===== config.mk =====
export PLATFORM = sky130hd
export DESIGN_NAME = touch_adc_spi_ctrl_flat
export DESIGN_NICKNAME = d
export VERILOG_FILES = /design/src/rtl/touch_adc_pkg.sv /design/src/rtl/touch_adc_spi_ctrl_if.sv /design/src/rtl/touch_spi_xfer.sv /design/src/rtl/touch_adc_spi_ctrl.sv /design/src/flat_wrapper.sv
export SDC_FILE = /design/constraint.sdc
export NUM_CORES = 1
export LEC_CHECK = 0
export BUFFER_PORTS_ARGS = -buffer_cell sky130_fd_sc_hd__buf_2
export CAP_MARGIN = 15
export CORE_MARGIN = 2
export CORE_UTILIZATION = 54
export CTS_CLUSTER_SIZE = 24
export DETAILED_ROUTE_END_ITERATION = 10
export PLACE_DENSITY = 0.76
export SLEW_MARGIN = 20
export SYNTH_ARGS = -nofsm -noshare
export SYNTH_HDL_FRONTEND = slang
export SYNTH_SLANG_ARGS = --single-unit
export TNS_END_PERCENT = 30

===== constraint.sdc =====
create_clock -name clk -period 2.4 [get_ports clk]
set_clock_uncertainty 0.15 [all_clocks]
set_input_delay 0.12 -clock clk [delete_from_list [all_inputs] [get_ports clk]]
set_output_delay 0.12 -clock clk [all_outputs]
set_load 0.005 [all_outputs]

===== src/rtl/touch_adc_pkg.sv =====
// Shared constants, FSM state type and helpers for the touch-screen ADC controller.
package touch_adc_pkg;

    // 12-bit conversion, differential reference, power-down between conversions
    localparam logic [7:0] CMD_X           = 8'hD0;
    localparam logic [7:0] CMD_Y           = 8'h90;
    localparam int         FRAME_CLKS      = 24;
    localparam int         DATA_FIRST_EDGE = 10;
    localparam int         DATA_BITS       = 12;

    typedef enum logic [2:0] {
        IDLE,
        DEBOUNCE,
        CONV_X,
        CONV_Y,
        PUBLISH,
        GAP
    } touch_state_e;

    // Mean of two samples: summed at 13 bits so the carry survives, then truncated.
    function automatic logic [DATA_BITS-1:0] avg12(input logic [DATA_BITS-1:0] a,
                                                   input logic [DATA_BITS-1:0] b);
        logic [DATA_BITS:0] s;
        s = {1'b0, a} + {1'b0, b};
        return s[DATA_BITS:1];
    endfunction

endpackage


===== src/rtl/touch_adc_spi_ctrl_if.sv =====
// Pins between the controller and the touch-screen ADC (serial bus plus pen interrupt).
interface touch_adc_spi_ctrl_if;
    logic pen_irq_n;
    logic adc_dout;
    logic adc_din;
    logic adc_dclk;
    logic adc_cs_n;

    modport master (
        input  pen_irq_n,
        input  adc_dout,
        output adc_din,
        output adc_dclk,
        output adc_cs_n
    );

    modport slave (
        output pen_irq_n,
        output adc_dout,
        input  adc_din,
        input  adc_dclk,
        input  adc_cs_n
    );
endinterface


===== src/rtl/touch_spi_xfer.sv =====
// One 24-DCLK conversion frame: shifts the command byte out, samples the 12-bit result,
// then holds cs_n high for one DCLK half-period before reporting done.
// Frame time is phases 0..47 (even = DCLK low, odd = DCLK high) plus tail phase 48,
// each CLK_DIV clk long. A new start is accepted on the done cycle so frames chain.
module touch_spi_xfer
    import touch_adc_pkg::*;
#(
    parameter int CLK_DIV = 25
) (
    input  logic                 clk,
    input  logic                 reset_n,
    input  logic                 start,
    input  logic [7:0]           cmd,
    output logic                 done,
    output logic [DATA_BITS-1:0] result,
    input  logic                 adc_dout,
    output logic                 adc_din,
    output logic                 adc_dclk,
    output logic                 adc_cs_n
);

    localparam int DIV_W     = $clog2(CLK_DIV);
    localparam int HALVES    = 2 * FRAME_CLKS;
    localparam int PH_W      = $clog2(HALVES + 1);
    // rising edge k is the entry into phase 2k-1
    localparam int SAMPLE_LO = 2 * DATA_FIRST_EDGE - 1;
    localparam int SAMPLE_HI = 2 * (DATA_FIRST_EDGE + DATA_BITS - 1) - 1;

    localparam logic [DIV_W-1:0] DIV_LAST = DIV_W'(CLK_DIV - 1);
    localparam logic [PH_W-1:0]  PH_TAIL  = PH_W'(HALVES);
    localparam logic [PH_W-1:0]  PH_SLO   = PH_W'(SAMPLE_LO);
    localparam logic [PH_W-1:0]  PH_SHI   = PH_W'(SAMPLE_HI);

    logic                 busy_q, busy_d;
    logic [DIV_W-1:0]     div_q, div_d;
    logic [PH_W-1:0]      ph_q, ph_d;
    logic [7:0]           sh_q, sh_d;
    logic [DATA_BITS-1:0] res_q, res_d;
    logic                 dclk_q, dclk_d;
    logic                 cs_n_q, cs_n_d;
    logic                 din_q, din_d;

    logic                 half_end;
    logic [PH_W-1:0]      ph_nxt;

    assign half_end = (div_q == DIV_LAST);
    assign ph_nxt   = ph_q + 1'b1;
    assign done     = busy_q & half_end & (ph_q == PH_TAIL);

    assign result   = res_q;
    assign adc_din  = din_q;
    assign adc_dclk = dclk_q;
    assign adc_cs_n = cs_n_q;

    // Half-period sequencer: DCLK/DIN/CS_N edges land on half-period boundaries.
    always_comb begin
        busy_d = busy_q;
        div_d  = div_q;
        ph_d   = ph_q;
        sh_d   = sh_q;
        res_d  = res_q;
        dclk_d = dclk_q;
        cs_n_d = cs_n_q;
        din_d  = din_q;
        if (start && (!busy_q || done)) begin
            busy_d = 1'b1;
            div_d  = '0;
            ph_d   = '0;
            sh_d   = {cmd[6:0], 1'b0};
            cs_n_d = 1'b0;
            dclk_d = 1'b0;
            din_d  = cmd[7];
        end else if (busy_q) begin
            if (!half_end) begin
                div_d = div_q + 1'b1;
            end else begin
                div_d = '0;
                if (ph_q == PH_TAIL) begin
                    busy_d = 1'b0;
                end else begin
                    ph_d = ph_nxt;
                    if (ph_nxt == PH_TAIL) begin
                        cs_n_d = 1'b1;
                        dclk_d = 1'b0;
                        din_d  = 1'b0;
                    end else if (ph_nxt[0]) begin
                        dclk_d = 1'b1;
                        if (ph_nxt >= PH_SLO && ph_nxt <= PH_SHI)
                            res_d = {res_q[DATA_BITS-2:0], adc_dout};
                    end else begin
                        // falling edge: next command bit, zeros once the byte is out
                        dclk_d = 1'b0;
                        din_d  = sh_q[7];
                        sh_d   = {sh_q[6:0], 1'b0};
                    end
                end
            end
        end
    end

    // Frame state; reset drops cs_n/dclk at once so a frame in flight is abandoned.
    always_ff @(posedge clk or negedge reset_n) begin
        if (!reset_n) begin
            busy_q <= 1'b0;
            div_q  <= '0;
            ph_q   <= '0;
            sh_q   <= '0;
            res_q  <= '0;
            dclk_q <= 1'b0;
            cs_n_q <= 1'b1;
            din_q  <= 1'b0;
        end else begin
            busy_q <= busy_d;
            div_q  <= div_d;
            ph_q   <= ph_d;
            sh_q   <= sh_d;
            res_q  <= res_d;
            dclk_q <= dclk_d;
            cs_n_q <= cs_n_d;
            din_q  <= din_d;
        end
    end

endmodule


===== src/rtl/touch_adc_spi_ctrl.sv =====
// Touch-screen ADC controller: debounces the pen interrupt, runs back-to-back X/Y
// conversions, publishes coordinates, then waits a gap before re-checking the pen.
// Optional build macro TOUCH_AVG_EN: publish the mean of every two conversion pairs.
module touch_adc_spi_ctrl
    import touch_adc_pkg::*;
#(
    parameter int CLK_DIV    = 25,
    parameter int DEB_CYCLES = 50000,
    parameter int GAP_CYCLES = 500000
) (
    input  logic                        clk,
    input  logic                        reset_n,
    touch_adc_spi_ctrl_if.master        adc,
    output logic [11:0]                 touch_x,
    output logic [11:0]                 touch_y,
    output logic                        touch_valid,
    output logic                        pen_down
);

    localparam int CNT_MAX = (DEB_CYCLES > GAP_CYCLES) ? DEB_CYCLES : GAP_CYCLES;
    localparam int CNT_W   = $clog2(CNT_MAX + 1);
    localparam logic [CNT_W-1:0] DEB_LAST = CNT_W'(DEB_CYCLES - 1);
    localparam logic [CNT_W-1:0] GAP_LAST = CNT_W'(GAP_CYCLES - 1);

    logic               pen_meta_q, pen_sync_q;
    touch_state_e       state_q, state_d;
    logic [CNT_W-1:0]   cnt_q, cnt_d;
    logic [11:0]        x_raw_q, x_raw_d;
    logic [11:0]        tx_q, tx_d;
    logic [11:0]        ty_q, ty_d;
    logic               tv_q, tv_d;
    logic               pd_q, pd_d;

    logic               xfer_start;
    logic [7:0]         xfer_cmd;
    logic               xfer_done;
    logic [11:0]        xfer_result;

`ifdef TOUCH_AVG_EN
    logic               have_q, have_d;
    logic [11:0]        acc_x_q, acc_x_d;
    logic [11:0]        acc_y_q, acc_y_d;
`endif

    // Only a start from CONV_X launches the Y frame.
    assign xfer_cmd    = (state_q == CONV_X) ? CMD_Y : CMD_X;

    assign touch_x     = tx_q;
    assign touch_y     = ty_q;
    assign touch_valid = tv_q;
    assign pen_down    = pd_q;

    touch_spi_xfer #(
        .CLK_DIV (CLK_DIV)
    ) u_xfer (
        .clk      (clk),
        .reset_n  (reset_n),
        .start    (xfer_start),
        .cmd      (xfer_cmd),
        .done     (xfer_done),
        .result   (xfer_result),
        .adc_dout (adc.adc_dout),
        .adc_din  (adc.adc_din),
        .adc_dclk (adc.adc_dclk),
        .adc_cs_n (adc.adc_cs_n)
    );

    // Two-flop synchronizer for the asynchronous pen interrupt (idles high).
    always_ff @(posedge clk or negedge reset_n) begin
        if (!reset_n) begin
            pen_meta_q <= 1'b1;
            pen_sync_q <= 1'b1;
        end else begin
            pen_meta_q <= adc.pen_irq_n;
            pen_sync_q <= pen_meta_q;
        end
    end

    // Next-state and output logic; starts are issued combinationally so frames chain
    // without dead cycles.
    always_comb begin
        state_d    = state_q;
        cnt_d      = cnt_q;
        x_raw_d    = x_raw_q;
        tx_d       = tx_q;
        ty_d       = ty_q;
        tv_d       = 1'b0;
        pd_d       = pd_q;
        xfer_start = 1'b0;
`ifdef TOUCH_AVG_EN
        have_d     = have_q;
        acc_x_d    = acc_x_q;
        acc_y_d    = acc_y_q;
`endif
        case (state_q)
            IDLE: begin
`ifdef TOUCH_AVG_EN
                have_d = 1'b0;
`endif
                cnt_d = '0;
                if (!pen_sync_q) begin
                    // this cycle already counts as the first low one
                    state_d = DEBOUNCE;
                    cnt_d   = CNT_W'(1);
                end
            end
            DEBOUNCE: begin
                if (pen_sync_q) begin
                    state_d = IDLE;
                    cnt_d   = '0;
                end else if (cnt_q >= DEB_LAST) begin
                    state_d    = CONV_X;
                    cnt_d      = '0;
                    xfer_start = 1'b1;
                end else begin
                    cnt_d = cnt_q + 1'b1;
                end
            end
            CONV_X: begin
                // pen interrupt is meaningless while cs_n is low, so no pen check here
                if (xfer_done) begin
                    x_raw_d    = xfer_result;
                    state_d    = CONV_Y;
                    xfer_start = 1'b1;
                end
            end
            CONV_Y: begin
                if (xfer_done) begin
`ifdef TOUCH_AVG_EN
                    if (have_q) begin
                        state_d = PUBLISH;
                    end else begin
                        // hold the first pair and go fetch its partner
                        acc_x_d = x_raw_q;
                        acc_y_d = xfer_result;
                        have_d  = 1'b1;
                        cnt_d   = '0;
                        state_d = GAP;
                    end
`else
                    state_d = PUBLISH;
`endif
                end
            end
            PUBLISH: begin
`ifdef TOUCH_AVG_EN
                tx_d   = avg12(acc_x_q, x_raw_q);
                ty_d   = avg12(acc_y_q, xfer_result);
                have_d = 1'b0;
`else
                tx_d   = x_raw_q;
                ty_d   = xfer_result;
`endif
                tv_d    = 1'b1;
                pd_d    = 1'b1;
                cnt_d   = '0;
                state_d = GAP;
            end
            GAP: begin
                if (cnt_q >= GAP_LAST) begin
                    cnt_d = '0;
                    if (!pen_sync_q) begin
                        state_d    = CONV_X;
                        xfer_start = 1'b1;
                    end else begin
                        // release: keep the last coordinates, drop any pending pair
                        state_d = IDLE;
                        pd_d    = 1'b0;
`ifdef TOUCH_AVG_EN
                        have_d  = 1'b0;
`endif
                    end
                end else begin
                    cnt_d = cnt_q + 1'b1;
                end
            end
            default: begin
                state_d = IDLE;
                cnt_d   = '0;
            end
        endcase
    end

    // Controller state and published outputs.
    always_ff @(posedge clk or negedge reset_n) begin
        if (!reset_n) begin
            state_q <= IDLE;
            cnt_q   <= '0;
            x_raw_q <= '0;
            tx_q    <= '0;
            ty_q    <= '0;
            tv_q    <= 1'b0;
            pd_q    <= 1'b0;
        end else begin
            state_q <= state_d;
            cnt_q   <= cnt_d;
            x_raw_q <= x_raw_d;
            tx_q    <= tx_d;
            ty_q    <= ty_d;
            tv_q    <= tv_d;
            pd_q    <= pd_d;
        end
    end

`ifdef TOUCH_AVG_EN
    // First-of-two pair held for averaging.
    always_ff @(posedge clk or negedge reset_n) begin
        if (!reset_n) begin
            have_q  <= 1'b0;
            acc_x_q <= '0;
            acc_y_q <= '0;
        end else begin
            have_q  <= have_d;
            acc_x_q <= acc_x_d;
            acc_y_q <= acc_y_d;
        end
    end
`endif

endmodule


===== src/flat_wrapper.sv =====
// flat-port wrapper written by rule: the top's interface ports become plain ports
module touch_adc_spi_ctrl_flat import touch_adc_pkg::*;
#(
    parameter int CLK_DIV    = 25,
    parameter int DEB_CYCLES = 50000,
    parameter int GAP_CYCLES = 500000
)
  (clk, reset_n, touch_x, touch_y, touch_valid, pen_down, adc_pen_irq_n, adc_adc_dout, adc_adc_din, adc_adc_dclk, adc_adc_cs_n);
  touch_adc_spi_ctrl_if adc_i ();
  input  logic clk;
  input  logic reset_n;
  output logic [11:0] touch_x;
  output logic [11:0] touch_y;
  output logic touch_valid;
  output logic pen_down;
  input wire logic [$bits(adc_i.pen_irq_n)-1:0] adc_pen_irq_n;
  input wire logic [$bits(adc_i.adc_dout)-1:0] adc_adc_dout;
  output wire logic [$bits(adc_i.adc_din)-1:0] adc_adc_din;
  output wire logic [$bits(adc_i.adc_dclk)-1:0] adc_adc_dclk;
  output wire logic [$bits(adc_i.adc_cs_n)-1:0] adc_adc_cs_n;
  assign adc_i.pen_irq_n = adc_pen_irq_n;
  assign adc_i.adc_dout = adc_adc_dout;
  assign adc_adc_din = adc_i.adc_din;
  assign adc_adc_dclk = adc_i.adc_dclk;
  assign adc_adc_cs_n = adc_i.adc_cs_n;
  touch_adc_spi_ctrl #(.CLK_DIV(CLK_DIV), .DEB_CYCLES(DEB_CYCLES), .GAP_CYCLES(GAP_CYCLES)) u_core (.clk(clk), .reset_n(reset_n), .adc(adc_i), .touch_x(touch_x), .touch_y(touch_y), .touch_valid(touch_valid), .pen_down(pen_down));
endmodule

== Word-level counts from Yosys, hierarchy flattened ==
Index checks and enable logic that the tools add are counted.
W data, S select, Z words.

* $lt $le $gt $ge: 4
* $add $sub $neg: 3
* Equality and inequality tests: 18
* Bitwise operators: 5
* Mux-type cells: 58
* Reduce and logical (&&, ||, !) cells: 18

{| class="wikitable"
|+ Operators by type and width
! cell !! count
|-
| $pmux W19 S4 || 1
|-
| $mux W19 || 3
|-
| $mux W8 || 6
|-
| $mux W1 || 30
|-
| $mux W6 || 4
|-
| $add A19 B1 Y19 const B || 1
|-
| $ge A19 B16 Y1 const B || 1
|-
| $ge A19 B19 Y1 const B || 1
|-
| $mux W3 || 6
|-
| $pmux W3 S6 || 1
|-
| $mux W5 || 3
|-
| $eq A6 B6 Y1 const B || 2
|-
| $ne A2 B2 Y1 const B || 5
|-
| $reduce_and A5 Y1 || 2
|-
| $reduce_and A4 Y1 || 2
|-
| $reduce_bool A2 Y1 || 4
|-
| $mux W7 || 1
|-
| $reduce_and A7 Y1 || 1
|-
| $add A6 B1 Y6 const B || 1
|-
| $eq A3 B2 Y1 const B || 2
|-
| $eq A3 B3 Y1 const B || 2
|-
| $ge A6 B5 Y1 const B || 1
|-
| $le A6 B6 Y1 const B || 1
|-
| $ne A2 B1 Y1 const B || 3
|-
| 16 further kinds || 22
|}

* Flip-flop bits (word level): 97
* Input bits: 4
* Output and inout bits: 29
* Logic and storage cells: 123

== Longest topological paths before layout ==
Gate-level depths: netlist of the first run.

* Word-level depth: 8
* Gate-level depth with buffers: 9

== Cells and area by module ==
A second synthesis of the first run with hierarchy kept.

* Cell total of the unflattened synthesis: 408
* Area, all modules: 4,662.0 µm²

{| class="wikitable"
|+ By module, submodules not included
! module !! sequential area each (µm²) !! instances !! area each (µm²) !! cells each
|-
| touch_adc_spi_ctrl || 1,554.0 || 1 || 2,825.2 || 247
|-
| touch_spi_xfer || 852.1 || 1 || 1,836.8 || 161
|}

== Worst setup path before layout of the first run ==
OpenSTA, ideal clock, no wires.

* Path kind: register to register
* Start point: register u_core.u_xfer.div_q[0]
* End point: register u_core.x_raw_q[10]
* Stages on the path, launching flop included: 8
* Library setup time: 125 ps
* Buffers on the path: 1
* Path slack: -169 ps
* Period minus slack after synthesis: 2,569 ps
* Arrival time: 2,294 ps
* Cell sequence: dfrtp_1 -> inv_1 -> ha_1 -> and4b_1 -> nand4_1 -> nor3_1 -> clkbuf_1 -> mux2_2

* Longest elaborated chain between the ends: 4

{| class="wikitable"
|+ Ends and longest elaborated chain
! item !! line !! RTL
|-
| start, declared || touch_spi_xfer.sv:35 || <nowiki>logic [DIV_W-1:0] div_q, div_d;</nowiki>
|-
| start signal, assigned || touch_spi_xfer.sv:114 || <nowiki>div_q <= div_d;</nowiki>
|-
| $eq A5 B5 Y1 || touch_spi_xfer.sv:46 || <nowiki>assign half_end = (div_q == DIV_LAST);</nowiki>
|-
| $and A1 B1 Y1 (2 in a row) || touch_spi_xfer.sv:48 || <nowiki>assign done = busy_q & half_end & (ph_q == PH_TAIL);</nowiki>
|-
| $reduce_and A2 Y1 (no line) || -- ||
|-
| end signal, assigned || touch_adc_spi_ctrl.sv:197 || <nowiki>x_raw_q <= x_raw_d;</nowiki>
|-
| end, declared || touch_adc_spi_ctrl.sv:28 || <nowiki>logic [11:0] x_raw_q, x_raw_d;</nowiki>
|}

Every way passes these cells.
A chain may end at the register's enable or synchronous reset.

== Worst setup path in the final report of the first run ==
* Start point: register u_core.cnt_q[7]
* End point: register u_core.cnt_q[10]

* Longest elaborated chain between the ends: 4
* Elaborated cells between the ends (all ways): 7

{| class="wikitable"
|+ Ends and longest elaborated chain
! item !! line !! RTL
|-
| start, declared || touch_adc_spi_ctrl.sv:27 || <nowiki>logic [CNT_W-1:0] cnt_q, cnt_d;</nowiki>
|-
| start signal, assigned || touch_adc_spi_ctrl.sv:196 || <nowiki>cnt_q <= cnt_d;</nowiki>
|-
| $add A19 B1 Y19 / $ge A19 B16 Y1 (equally long branches) || touch_adc_spi_ctrl.sv:116, touch_adc_spi_ctrl.sv:174, touch_adc_spi_ctrl.sv:111 ||
|-
| $mux W19 || touch_adc_spi_ctrl.sv:111 || <nowiki>end else if (cnt_q >= DEB_LAST) begin</nowiki>
|-
| $mux W19 || touch_adc_spi_ctrl.sv:108 || <nowiki>if (pen_sync_q) begin</nowiki>
|-
| $pmux W19 S4 (*) || touch_adc_spi_ctrl.sv:95 || <nowiki>case (state_q)</nowiki>
|}

Mark *: on every way between the ends. The rest lies on a longest branch, timed or not.

==> summary.md, run 1 <==
In the layout the commonest cells are sky130_fd_sc_hd__dfrtp_1 (88), sky130_fd_sc_hd__mux2_2 (49), sky130_fd_sc_hd__nand2_1 (31), sky130_fd_sc_hd__buf_2 (31). The logs give 33 for the cell row count and 48.0 ps for the worst hold slack. The number of enable-type register cells in the synthesized netlist is 0, and the layout overhead on the synthesized area is 18.0%. The critical path is of the flop to flop type. The library cell used most frequently in the layout, excluding fill and tap cells, is sky130_fd_sc_hd__dfrtp_1. Clock tree synthesis found a total of 92 sinks.

For the pin count of the biggest net entering global routing, the log shows 66. The flow ran to the end, but the final reports show violations. The post-route DRC violation count is 0, and the chip height is 94.5 um. The congestion estimate from routability-driven global placement came to 0.853. The worst setup path is captured at a flop. Once detailed placement completed, the half-perimeter wirelength came to 6060 um. Detailed-route wire length: 8890 um. The critical path ends at u_core.cnt_q[10]. The fraction of final layout cells sized beyond drive strength 1 works out to 0.340. Critical path's slowest cell: sky130_fd_sc_hd__or4_4. The slew of the pin with the lowest slew margin works out to 415 ps. The worst path in the final design needs a cycle of 2540 ps, including I/O delays and setup. The sequential-to-total area share from yosys stat is 0.521, and the final setup slack of the worst path is -140 ps. The logs give 0.645 for the final design utilization and 33 for the number of top-level pins. For the number of inserted diodes, the log shows 0.

In this run the worst setup path begins at u_core.cnt_q[7]. Across the VDD grid, the largest voltage drop is 0.495 mV. The part of the cycle the worst path needs was 1.06; the upper clock frequency limit was 0.394 GHz. The overall global routing resource usage is 0.216. Setup violations remaining at the end of the flow were counted as 34. The final number of max-transition violations is 0, and the area of the mapped netlist is 4430 um^2. For this run, the number of Yosys warnings is 0.

Synthesis instantiated 56 different standard cells from the library. Measured in cells, the most critical reg-to-reg path has a length of 7. STA classifies the critical path startpoint as a flop. The mean cell area of the mapped netlist came out at 10.9 um^2. On the worst path, the slowest cell contributes a delay of 540 ps.

Setup repair after global routing could not meet its margin everywhere. The die is 94.5 um wide. Buffers inserted during clock tree synthesis total 9. The leakage dissipation is 2.55 nW, and the post-synthesis net count is 417. The later pin in the worst-skew pair is clocked with a latency of 370 ps.

The tool flagged a number of max-cap violations equal to 0. Port buffering added 32 buffers. The signal on the critical path passes through or4_4 > or4b_4 > a21oi_4 > o31ai_4 > buf_6 > and3_1 > a221o_1.

At the worst endpoint, the arrival time is 2650 ps. Total count of hold-check failures in the final report: 0. TritonCTS built the clock tree. The class of the worst hold path was input pin to asynchronous set/reset pin. The routed wirelength normalized by instance count works out to 15.5 um. The worst register-to-register path ends at u_core.cnt_q[10]. The H-tree was split into 3 levels.

Power spread over the standard cell area amounts to 519 nW/um^2. The region available for standard cell placement spans 8090 um^2. The share of synthesized registers carrying an async set or reset was 1.00; the required arrival time at the worst endpoint was 2510 ps. The logs give 2 for the worst-case clock buffer depth and 0.547 for the initial cell density of the core. The floorplan step defined a die boundary enclosing 8940 um^2. The worst max-slew margin expressed relative to the limit was 0.721.

The per-cell via count in the routed design is 5.72. In this run the register-to-register setup slack is -140 ps. In this run the worst path has a maximum fanout of 8. The tools report the count of mapped cells out of synthesis as 406. The startpoint identified for the worst register-to-register timing path is u_core.cnt_q[7].

The initial antenna violation count came out at 0. Total number of vias: 3279. The number of synthesized register bits was 92. The first global-routing pass estimated 15000 um of wire. Clock-pin slew was measured on the worst setup and hold paths at 100 ps.

The most used flip-flop cell after synthesis was sky130_fd_sc_hd__dfrtp_1. The final reports fail on setup timing. The logs give 4 for the number of iterations in the first detailed-routing pass and 3184 for the number of global-route vias before repair. The count of routing violations after the opening detailed-route iteration is 283, and the number of nets still failing antenna checks after routing is 0. Library cell used as clock root buffer: sky130_fd_sc_hd__clkbuf_8. The tools report the net total in the final layout as 474. The total overflow left after global routing is 0.
==> how the worst min path moves through the flow <==
stage | startpoint | endpoint | slack [ps] | cells past startpoint
final | reset_n | u_core.u_xfer.ph_q[3] | 50 | 2
after CTS | reset_n | u_core.u_xfer.adc_dclk | 60 | 2
after global placement | reset_n | u_core.u_xfer.ph_q[3] | -90 | 1
after detailed placement | reset_n | u_core.u_xfer.adc_dclk | -90 | 1
after global routing | reset_n | u_core.u_xfer.ph_q[3] | 100 | 2
after floorplan | reset_n | u_core.cnt_q[0] | -330 | 0
==> state kept, by name (all words and copies together), names as in the netlist, 3 cells and up <==
name,flops
u_core.u_xfer.ph_q,6
u_core.x_raw_q,12
u_core.u_xfer.div_q,5
u_core.u_xfer.result,12
u_core.state_q,3
u_core.cnt_q,19
u_core.u_xfer.sh_q,3
u_core.touch_x,12
u_core.touch_y,12
==> cells in the mapped netlist (all sizes together) (8+ instances only) <==
library cell	count	share of area
and3	8	0.011
dfrtp	89	0.50
mux2	49	0.12
inv	12	0.010
nand2	32	0.027
a21oi	26	0.030
nor3	9	0.010
o21ai	15	0.017
clkbuf	16	0.014
nand3	17	0.019
nor2	31	0.026
mux2i	8	0.018
==> where the power goes <==
part	leakage, nW	internal [mW]	switching (mW)	total [mW]
clock network	0.0997	0.403	0.613	1.02
logic	1.18	0.0483	0.0738	0.122
registers	1.27	1.56	0.0123	1.57
total	2.55	2.01	0.699	2.71
==> per-stage QoR <==
step,total power [mW],cells,TNS [ps],area (um^2),setup WS [ps]
floorplan,1.65,406,-694,4450,-53.5
global placement,1.71,552,-371,4900,-90.3
detailed placement,1.71,552,-1490,4900,-147
CTS,2.73,571,-2580,5150,-164
global route,2.81,573,-5620,5220,-186
finish,2.71,573,-1910,5220,-140
==> logic make-up after synthesis <==
| family | count (synthesis) | share of synthesized area |
|---|---|---|
| mux | 57 | 0.143 |
| buf+inv | 35 | 0.0359 |
| simple gates | 137 | 0.159 |
| xor+xnor | 6 | 0.0119 |
| compound gates | 72 | 0.110 |
| fa+ha+maj | 7 | 0.0198 |
| flops | 92 | 0.521 |
==> routing by layer <==
| metal | routed length, um | up-vias | global-route usage | share of wire |
|---|---|---|---|---|
| li1 | - | 1565 | - | - |
| met1 | 4030 | 1615 | 0.296 | 0.45 |
| met2 | 4250 | 86 | 0.340 | 0.48 |
| met3 | 472 | 13 | 0.0487 | 0.053 |
| met4 | 137 | 0 | 0.0761 | 0.015 |
| met5 | 0 | - | 0 | 0 |
==> timing repair <==
item | CTS | global route
resized for setup | 8 | 19
setup endpoints to repair | 33 | 63
endpoints found under the hold margin | 92 | 0
pin swaps | 2 | 3
hold buffers | 3 | 0
buffers inserted | 0 | 2
==> area by class of cell <==
type | count | area, um^2
Tap cell | 105 | 131
Inverter | 12 | 45.0
Multi-Input combinational cell | 279 | 2050
Timing Repair Buffer | 69 | 493
Clock inverter | 7 | 72.6
Fill cell | 641 | 2870
Sequential cell | 92 | 2310
Clock buffer | 9 | 124
==> worst max-delay path: cells and delay by family (launching register included) <==
kind | cells | cell delay, ps
compound gates | 3 | 520
buf+inv | 1 | 160
flops | 1 | 390
simple gates | 3 | 1210
(Power assumes the default switching activity.)
==> run 2, diff against run 1 <==
- MAX_ROUTING_LAYER: not set -> met4
==> summary.md, run 2 (synthesized netlist as in run 1, its figures left out) <==
The initial antenna violation count was 0 (unchanged); the final-report setup violation count was 39 (was 34). The part of the cycle the worst path needs is 1.07 (was 1.06), and the multi-input gate area in the final layout is 2110 um^2 (was 2050 um^2). The worst-case clock buffer depth was 2 (unchanged); the die extent in x was 94.5 um (unchanged). The per-cell via count in the routed design was 5.75 (was 5.72); the first-pass GRT wire length was 15700 um (was 15000 um). The number of flip-flops under the largest register name is 19 (unchanged). For the final design utilization, the log shows 0.675 (was 0.645). Commonest non-fill, non-tap cells in the layout: sky130_fd_sc_hd__dfrtp_1 (87), sky130_fd_sc_hd__mux2_2 (49), sky130_fd_sc_hd__buf_4 (35) (was sky130_fd_sc_hd__dfrtp_1 (88), sky130_fd_sc_hd__mux2_2 (49), sky130_fd_sc_hd__nand2_1 (31), sky130_fd_sc_hd__buf_2 (31)). For the number of top-level pins, the log shows 33 (unchanged). The tools report the routability congestion estimate as 0.895 (was 0.853).

The fraction of final layout cells sized beyond drive strength 1 works out to 0.387 (was 0.340). The total die area is 8940 um^2 (unchanged). The worst hold slack was 190 ps (was 48.0 ps). The number of filler instances in the final layout came out at 596 (was 641). The run gives -3430 ps (was -1910 ps) as the sum of negative setup slack.

Slew of the pin with the lowest slew margin: 711 ps (was 415 ps). Element type at the critical path end: a flop (unchanged). Total core area: 8090 um^2 (unchanged). The final number of max-transition violations was 0 (unchanged).

Reported max-cap violation count: 0 (unchanged). Kind of launch point of the worst setup path: a flop (unchanged). The run gives -172 ps (was -140 ps) as the final setup slack of the worst path. The sink count of the clock tree is 92 (unchanged). The upper clock frequency limit is 0.389 GHz (was 0.394 GHz). The remaining global-route overflow is 0 (unchanged).

Library cell used as clock root buffer: sky130_fd_sc_hd__clkbuf_8 (unchanged). The layout overhead on the synthesized area is 23.4% (was 18.0%), and the critical path data arrival time is 2670 ps (was 2650 ps). The peak fanout along the critical path came out at 5 (was 8). The most common cell after layout, fill and taps aside is sky130_fd_sc_hd__dfrtp_1 (unchanged).

The number of global-route vias before repair is 3277 (was 3184), and the required arrival time at the worst endpoint is 2500 ps (was 2510 ps). Net total in the final layout: 489 (was 474). The class of the worst hold path is input pin to asynchronous set/reset pin (unchanged). The initial cell density of the core is 0.547 (unchanged), and the overall power is 2.79 mW (was 2.71 mW). The routed wirelength normalized by instance count was 16.5 um (was 15.5 um). The flow ran to the end, but the final reports show violations. The chip height came out at 94.5 um (unchanged).

The overall global routing resource usage is 0.230 (was 0.216). The tools report the sequential cell area as 2310 um^2 (about the same). Maximum vdd ir drop: 0.555 mV (was 0.495 mV).

The power per unit of standard cell area works out to 511 nW/um^2 (was 519 nW/um^2). Violations in the final reports: setup timing (unchanged). The total count of hold-check failures in the final report was 0 (unchanged); the clock insertion delay at the later pin of the skew report was 370 ps (about the same).

The total number of vias came out at 3380 (was 3279). The number of standard cells in the layout, taps in and fillers out came out at 588 (was 573). The leakage dissipation is 2.65 nW (was 2.55 nW).

The count of routing violations after the opening detailed-route iteration is 217 (was 283), and the detailed-route wire length is 9700 um (was 8890 um). The register containing the most flip-flops in the final layout was u_core.cnt_q (unchanged). The worst max-slew margin expressed relative to the limit came out at 0.526 (was 0.721). The final period demand of the worst path is 2570 ps (was 2540 ps). Setup repair after global routing could not meet its margin everywhere. The type of the worst setup path is flop to flop (unchanged). For the post-route DRC violation count, the log shows 0 (unchanged). The number of H-tree levels is 3 (unchanged). The run gives 33 (unchanged) as the cell row count.

The number of buffers created by CTS was 9 (unchanged). TritonCTS built the clock tree. For the post-placement cell count, the log shows 557 (was 552). The number of inserted diodes was 0 (unchanged); the number of nets still failing antenna checks after routing was 0 (unchanged). The number of iterations in the first detailed-routing pass was 4 (unchanged); the clock edge transition at the registers on the reported setup and hold paths was 100 ps (about the same). The count of port buffers added during placement was 32 (unchanged); the total half-perimeter wirelength after legalization and detailed placement was 6110 um (was 6060 um). Pin count of the biggest net entering global routing: 56 (was 66).
run 2: worst paths after layout:
kind	start	endpoint	slack, ps	cells past startpoint
worst max-delay path	u_core.cnt_q[7]	u_core.cnt_q[6]	-170	7
worst min-delay path	reset_n	u_core.u_xfer.adc_dclk	190	2
worst max register to register	u_core.cnt_q[7]	u_core.cnt_q[6]	-170	7
worst min register to register	u_core.pen_meta_q	u_core.pen_sync_q	230	0
max in group asynchronous	reset_n	u_core.pen_meta_q	1240	3
min in group clk	u_core.pen_meta_q	u_core.pen_sync_q	230	0
run 2: report_power, final:
part           total [mW]  leakage (nW)  switching (mW)  internal, mW
clock network        1.06         0.104           0.623         0.438
registers            1.57          1.27          0.0141          1.56
logic               0.154          1.28          0.0832        0.0710
total                2.79          2.65           0.720          2.07
run 2: repair_timing:
action,4_1_cts,5_1_grt
buffers inserted,6,3
setup endpoints to repair,40,64
hold buffers,3,0
cloned,1,2
hold endpoints to repair,52,0
pin swaps,5,10
gates resized for setup,24,25
run 2: critical path, cell delays in order, from the launching register on:
cell,delay (ps)
sky130_fd_sc_hd__dfrtp_1,390
sky130_fd_sc_hd__or4_4,550
sky130_fd_sc_hd__or4b_4,510
sky130_fd_sc_hd__a21oi_4,190
sky130_fd_sc_hd__o31ai_4,90
sky130_fd_sc_hd__buf_6,160
sky130_fd_sc_hd__and3_4,150
sky130_fd_sc_hd__a221o_1,260
run 2: routing by layer:
| layer | part of all wire | GRT usage | vias to the layer above |
|---|---|---|---|
| met2 | 0.48 | 0.345 | 91 |
| li1 | - | - | 1603 |
| met3 | 0.042 | 0.0455 | 23 |
| met5 | 0 | - | - |
| met4 | 0.025 | 0.0954 | 0 |
| met1 | 0.45 | 0.309 | 1663 |
run 2: layout make-up:
| class | instances | share of cell area |
|---|---|---|
| Clock buffer | 10 | 0.0252 |
| Clock inverter | 6 | 0.0119 |
| Inverter | 12 | 0.00825 |
| Multi-Input combinational cell | 279 | 0.386 |
| Sequential cell | 92 | 0.423 |
| Tap cell | 105 | 0.0240 |
| Timing Repair Buffer | 84 | 0.122 |
run 2: per-stage QoR:
step           instance area, um^2  setup slack, ps
2_1_floorplan                 4450            -53.5
3_3_place_gp                  4940             -111
3_5_place_dp                  4940             -172
4_1_cts                       5300             -167
5_1_grt                       5460             -199
6_report                      5460             -172
==> run 3, diff against run 2 <==
- CORE_ASPECT_RATIO: not set -> 0.8
==> summary.md, run 3 (synthesized netlist as in run 1, its figures left out) <==
The per-cell via count in the routed design was 5.80 (was 5.75); the number of buffers created by CTS was 9 (unchanged). The tools report the post-route DRC violation count as 0 (unchanged). The fraction of final layout cells sized beyond drive strength 1 is 0.330 (was 0.387), and the maximum vdd ir drop is 0.466 mV (was 0.555 mV). For the pin count of the biggest net entering global routing, the log shows 49 (was 56).

For the post-detailed-placement cell area, the log shows 4910 um^2 (was 4940 um^2). The number of flip-flops under the largest register name is 19 (unchanged), and the number of standard cells in the layout, taps in and fillers out is 577 (was 588). The flow ran to the end, but the final reports show violations. The chip height is 85.0 um (was 94.5 um). The tools report the library cell used as clock root buffer as sky130_fd_sc_hd__clkbuf_8 (unchanged). The layout overhead on the synthesized area was 18.9% (was 23.4%). The tools report the critical path data arrival time as 2580 ps (was 2670 ps). Leakage dissipation: 2.57 nW (was 2.65 nW). Violations in the final reports: setup timing (unchanged). The tools report the number of filler instances in the final layout as 592 (was 596). The logs give 8940 um^2 (about the same) for the total die area and 308 (was 217) for the count of routing violations after the opening detailed-route iteration. The element type at the critical path end is a flop (unchanged). The launch point of the worst path is u_core.cnt_q[7] (unchanged).

The slew of the pin with the lowest slew margin is 602 ps (was 711 ps). The tools report the design area as 5260 um^2 (was 5460 um^2). The tools report the worst max-slew margin expressed relative to the limit as 0.598 (was 0.526). Total count of hold-check failures in the final report: 0 (unchanged). The routability congestion estimate was 0.916 (was 0.895). The required arrival time at the worst endpoint was 2500 ps (about the same); the initial antenna violation count was 0 (unchanged).

The tools report the post-placement cell count as 554 (was 557). The tools report the worst flop-to-flop path endpoint as u_core.cnt_q[4] (was u_core.cnt_q[6]). The initial cell density of the core is 0.557 (was 0.547). Type of the worst setup path: flop to flop (unchanged). The number of iterations in the first detailed-routing pass is 4 (unchanged). The clock insertion delay at the later pin of the skew report was 360 ps (was 370 ps); the power per unit of standard cell area was 531 nW/um^2 (was 511 nW/um^2). The remaining global-route overflow was 0 (unchanged); the die extent in x was 105 um (was 94.5 um). The count of port buffers added during placement is 32 (unchanged), and the number of global-route vias before repair is 3172 (was 3277). The tools report the overall global routing resource usage as 0.222 (was 0.230).

The run gives -84.8 ps (was -172 ps) as the final setup slack of the worst path. The tools report the upper clock frequency limit as 0.402 GHz (was 0.389 GHz). The tools report the worst-case clock buffer depth as 2 (unchanged).

Number of nets still failing antenna checks after routing: 0 (unchanged). The worst hold slack was 162 ps (was 190 ps); the peak fanout along the critical path was 14 (was 5). The first-pass GRT wire length was 15400 um (was 15700 um); the number of top-level pins was 33 (unchanged). The register containing the most flip-flops in the final layout was u_core.cnt_q (unchanged). The worst setup path endpoint was u_core.cnt_q[4] (was u_core.cnt_q[6]). The class of the worst hold path was input pin to asynchronous set/reset pin (unchanged). The number of H-tree levels came out at 3 (unchanged). The routed wirelength normalized by instance count was 16.0 um (was 16.5 um); the multi-input gate area in the final layout was 2040 um^2 (was 2110 um^2).

The sink count of the clock tree was 92 (unchanged); the number of cells on the worst reg-to-reg path was 7 (unchanged). The tools report the detailed-route wire length as 9220 um (was 9700 um). The final period demand of the worst path is 2480 ps (was 2570 ps), and the final design utilization is 0.662 (was 0.675). Part of the cycle the worst path needs: 1.04 (was 1.07). The run gives 475 (was 489) as the net total in the final layout.

The register-to-register path setup slack is -80 ps (was -170 ps). The logs give 2310 um^2 (about the same) for the sequential cell area and 6120 um (was 6110 um) for the total half-perimeter wirelength after legalization and detailed placement. For the final-report setup violation count, the log shows 21 (was 39).

The tools report the launch instance of the worst register-to-register path as u_core.cnt_q[7] (unchanged). The final number of max-transition violations was 0 (unchanged). TritonCTS built the clock tree. The clock edge transition at the registers on the reported setup and hold paths works out to 90 ps (was 100 ps). Most common cell after layout, fill and taps aside: sky130_fd_sc_hd__dfrtp_1 (unchanged). The logs give 0 (unchanged) for the reported max-cap violation count and 0 (unchanged) for the number of inserted diodes.

The total core area is 7950 um^2 (was 8090 um^2). Commonest non-fill, non-tap cells in the layout: sky130_fd_sc_hd__dfrtp_1 (89), sky130_fd_sc_hd__mux2_2 (49), sky130_fd_sc_hd__nand2_1 (31), sky130_fd_sc_hd__buf_2 (31), sky130_fd_sc_hd__nor2_1 (30) (was sky130_fd_sc_hd__dfrtp_1 (87), sky130_fd_sc_hd__mux2_2 (49), sky130_fd_sc_hd__buf_4 (35)). Cell row count: 29 (was 33). Setup repair after global routing could not meet its margin everywhere. The tools report the kind of launch point of the worst setup path as a flop (unchanged). The total number of vias is 3347 (was 3380).
[run 3: critical path, cell delays in order (launching register included)]
cell,delay [ps]
sky130_fd_sc_hd__dfrtp_1,400
sky130_fd_sc_hd__or4_4,540
sky130_fd_sc_hd__or4b_4,510
sky130_fd_sc_hd__a21oi_4,180
sky130_fd_sc_hd__o31ai_4,110
sky130_fd_sc_hd__buf_12,190
sky130_fd_sc_hd__a21o_1,150
sky130_fd_sc_hd__a22o_1,170
[run 3: per-layer routing]
metal / global-route usage / vias up / share of wire / routed length, um
met3: 0.0415 / 8 / 0.038 / 350
met1: 0.318 / 1677 / 0.49 / 4480
li1: - / 1575 / - / -
met4: 0.0509 / 0 / 0.0097 / 89
met5: - / - / 0 / 0
met2: 0.333 / 87 / 0.47 / 4290
[run 3: repair_timing]
| action | 4_1_cts | 5_1_grt |
|---|---|---|
| gates resized for setup | 2 | 23 |
| cloned | 0 | 0 |
| hold endpoints to repair | 45 | 0 |
| setup buffers | 0 | 4 |
| pin swaps | 0 | 6 |
| hold buffers | 3 | 0 |
| setup endpoints to repair | 16 | 62 |
[run 3: where the power goes]
group	internal (mW)	switching, mW
Sequential	1.56	0.0146
Combinational	0.0489	0.0737
Clock	0.505	0.593
[run 3: worst min-delay path by stage]
stage / startpoint / endpoint / slack [ps] / cells past startpoint
after floorplan: reset_n / u_core.cnt_q[0] / -330 / 0
after global placement: reset_n / u_core.u_xfer.adc_dclk / 20 / 1
after detailed placement: reset_n / u_core.u_xfer.adc_dclk / 20 / 1
after CTS: reset_n / u_core.u_xfer.ph_q[5] / 180 / 2
after global routing: reset_n / u_core.u_xfer.ph_q[5] / 210 / 2
final: reset_n / u_core.u_xfer.adc_dclk / 160 / 2
[run 3: cell type report]
type / instances / share of cell area
clock buffers: 10 / 0.0243
inverters: 12 / 0.00856
repair buffers: 70 / 0.0997
well taps: 108 / 0.0257
multi-input cells: 279 / 0.389
clock inverters: 6 / 0.0147
flip-flops and latches: 92 / 0.438
[run 3: metrics by stage]
step | worst slack, ps | setup TNS, ps | power [mW]
floorplan | -53.5 | -694 | 1.65
global placement | -25.8 | -25.8 | 1.71
detailed placement | -57.1 | -123 | 1.72
CTS | -84.5 | -323 | 2.81
global route | -161 | -3330 | 2.90
finish | -84.8 | -735 | 2.80
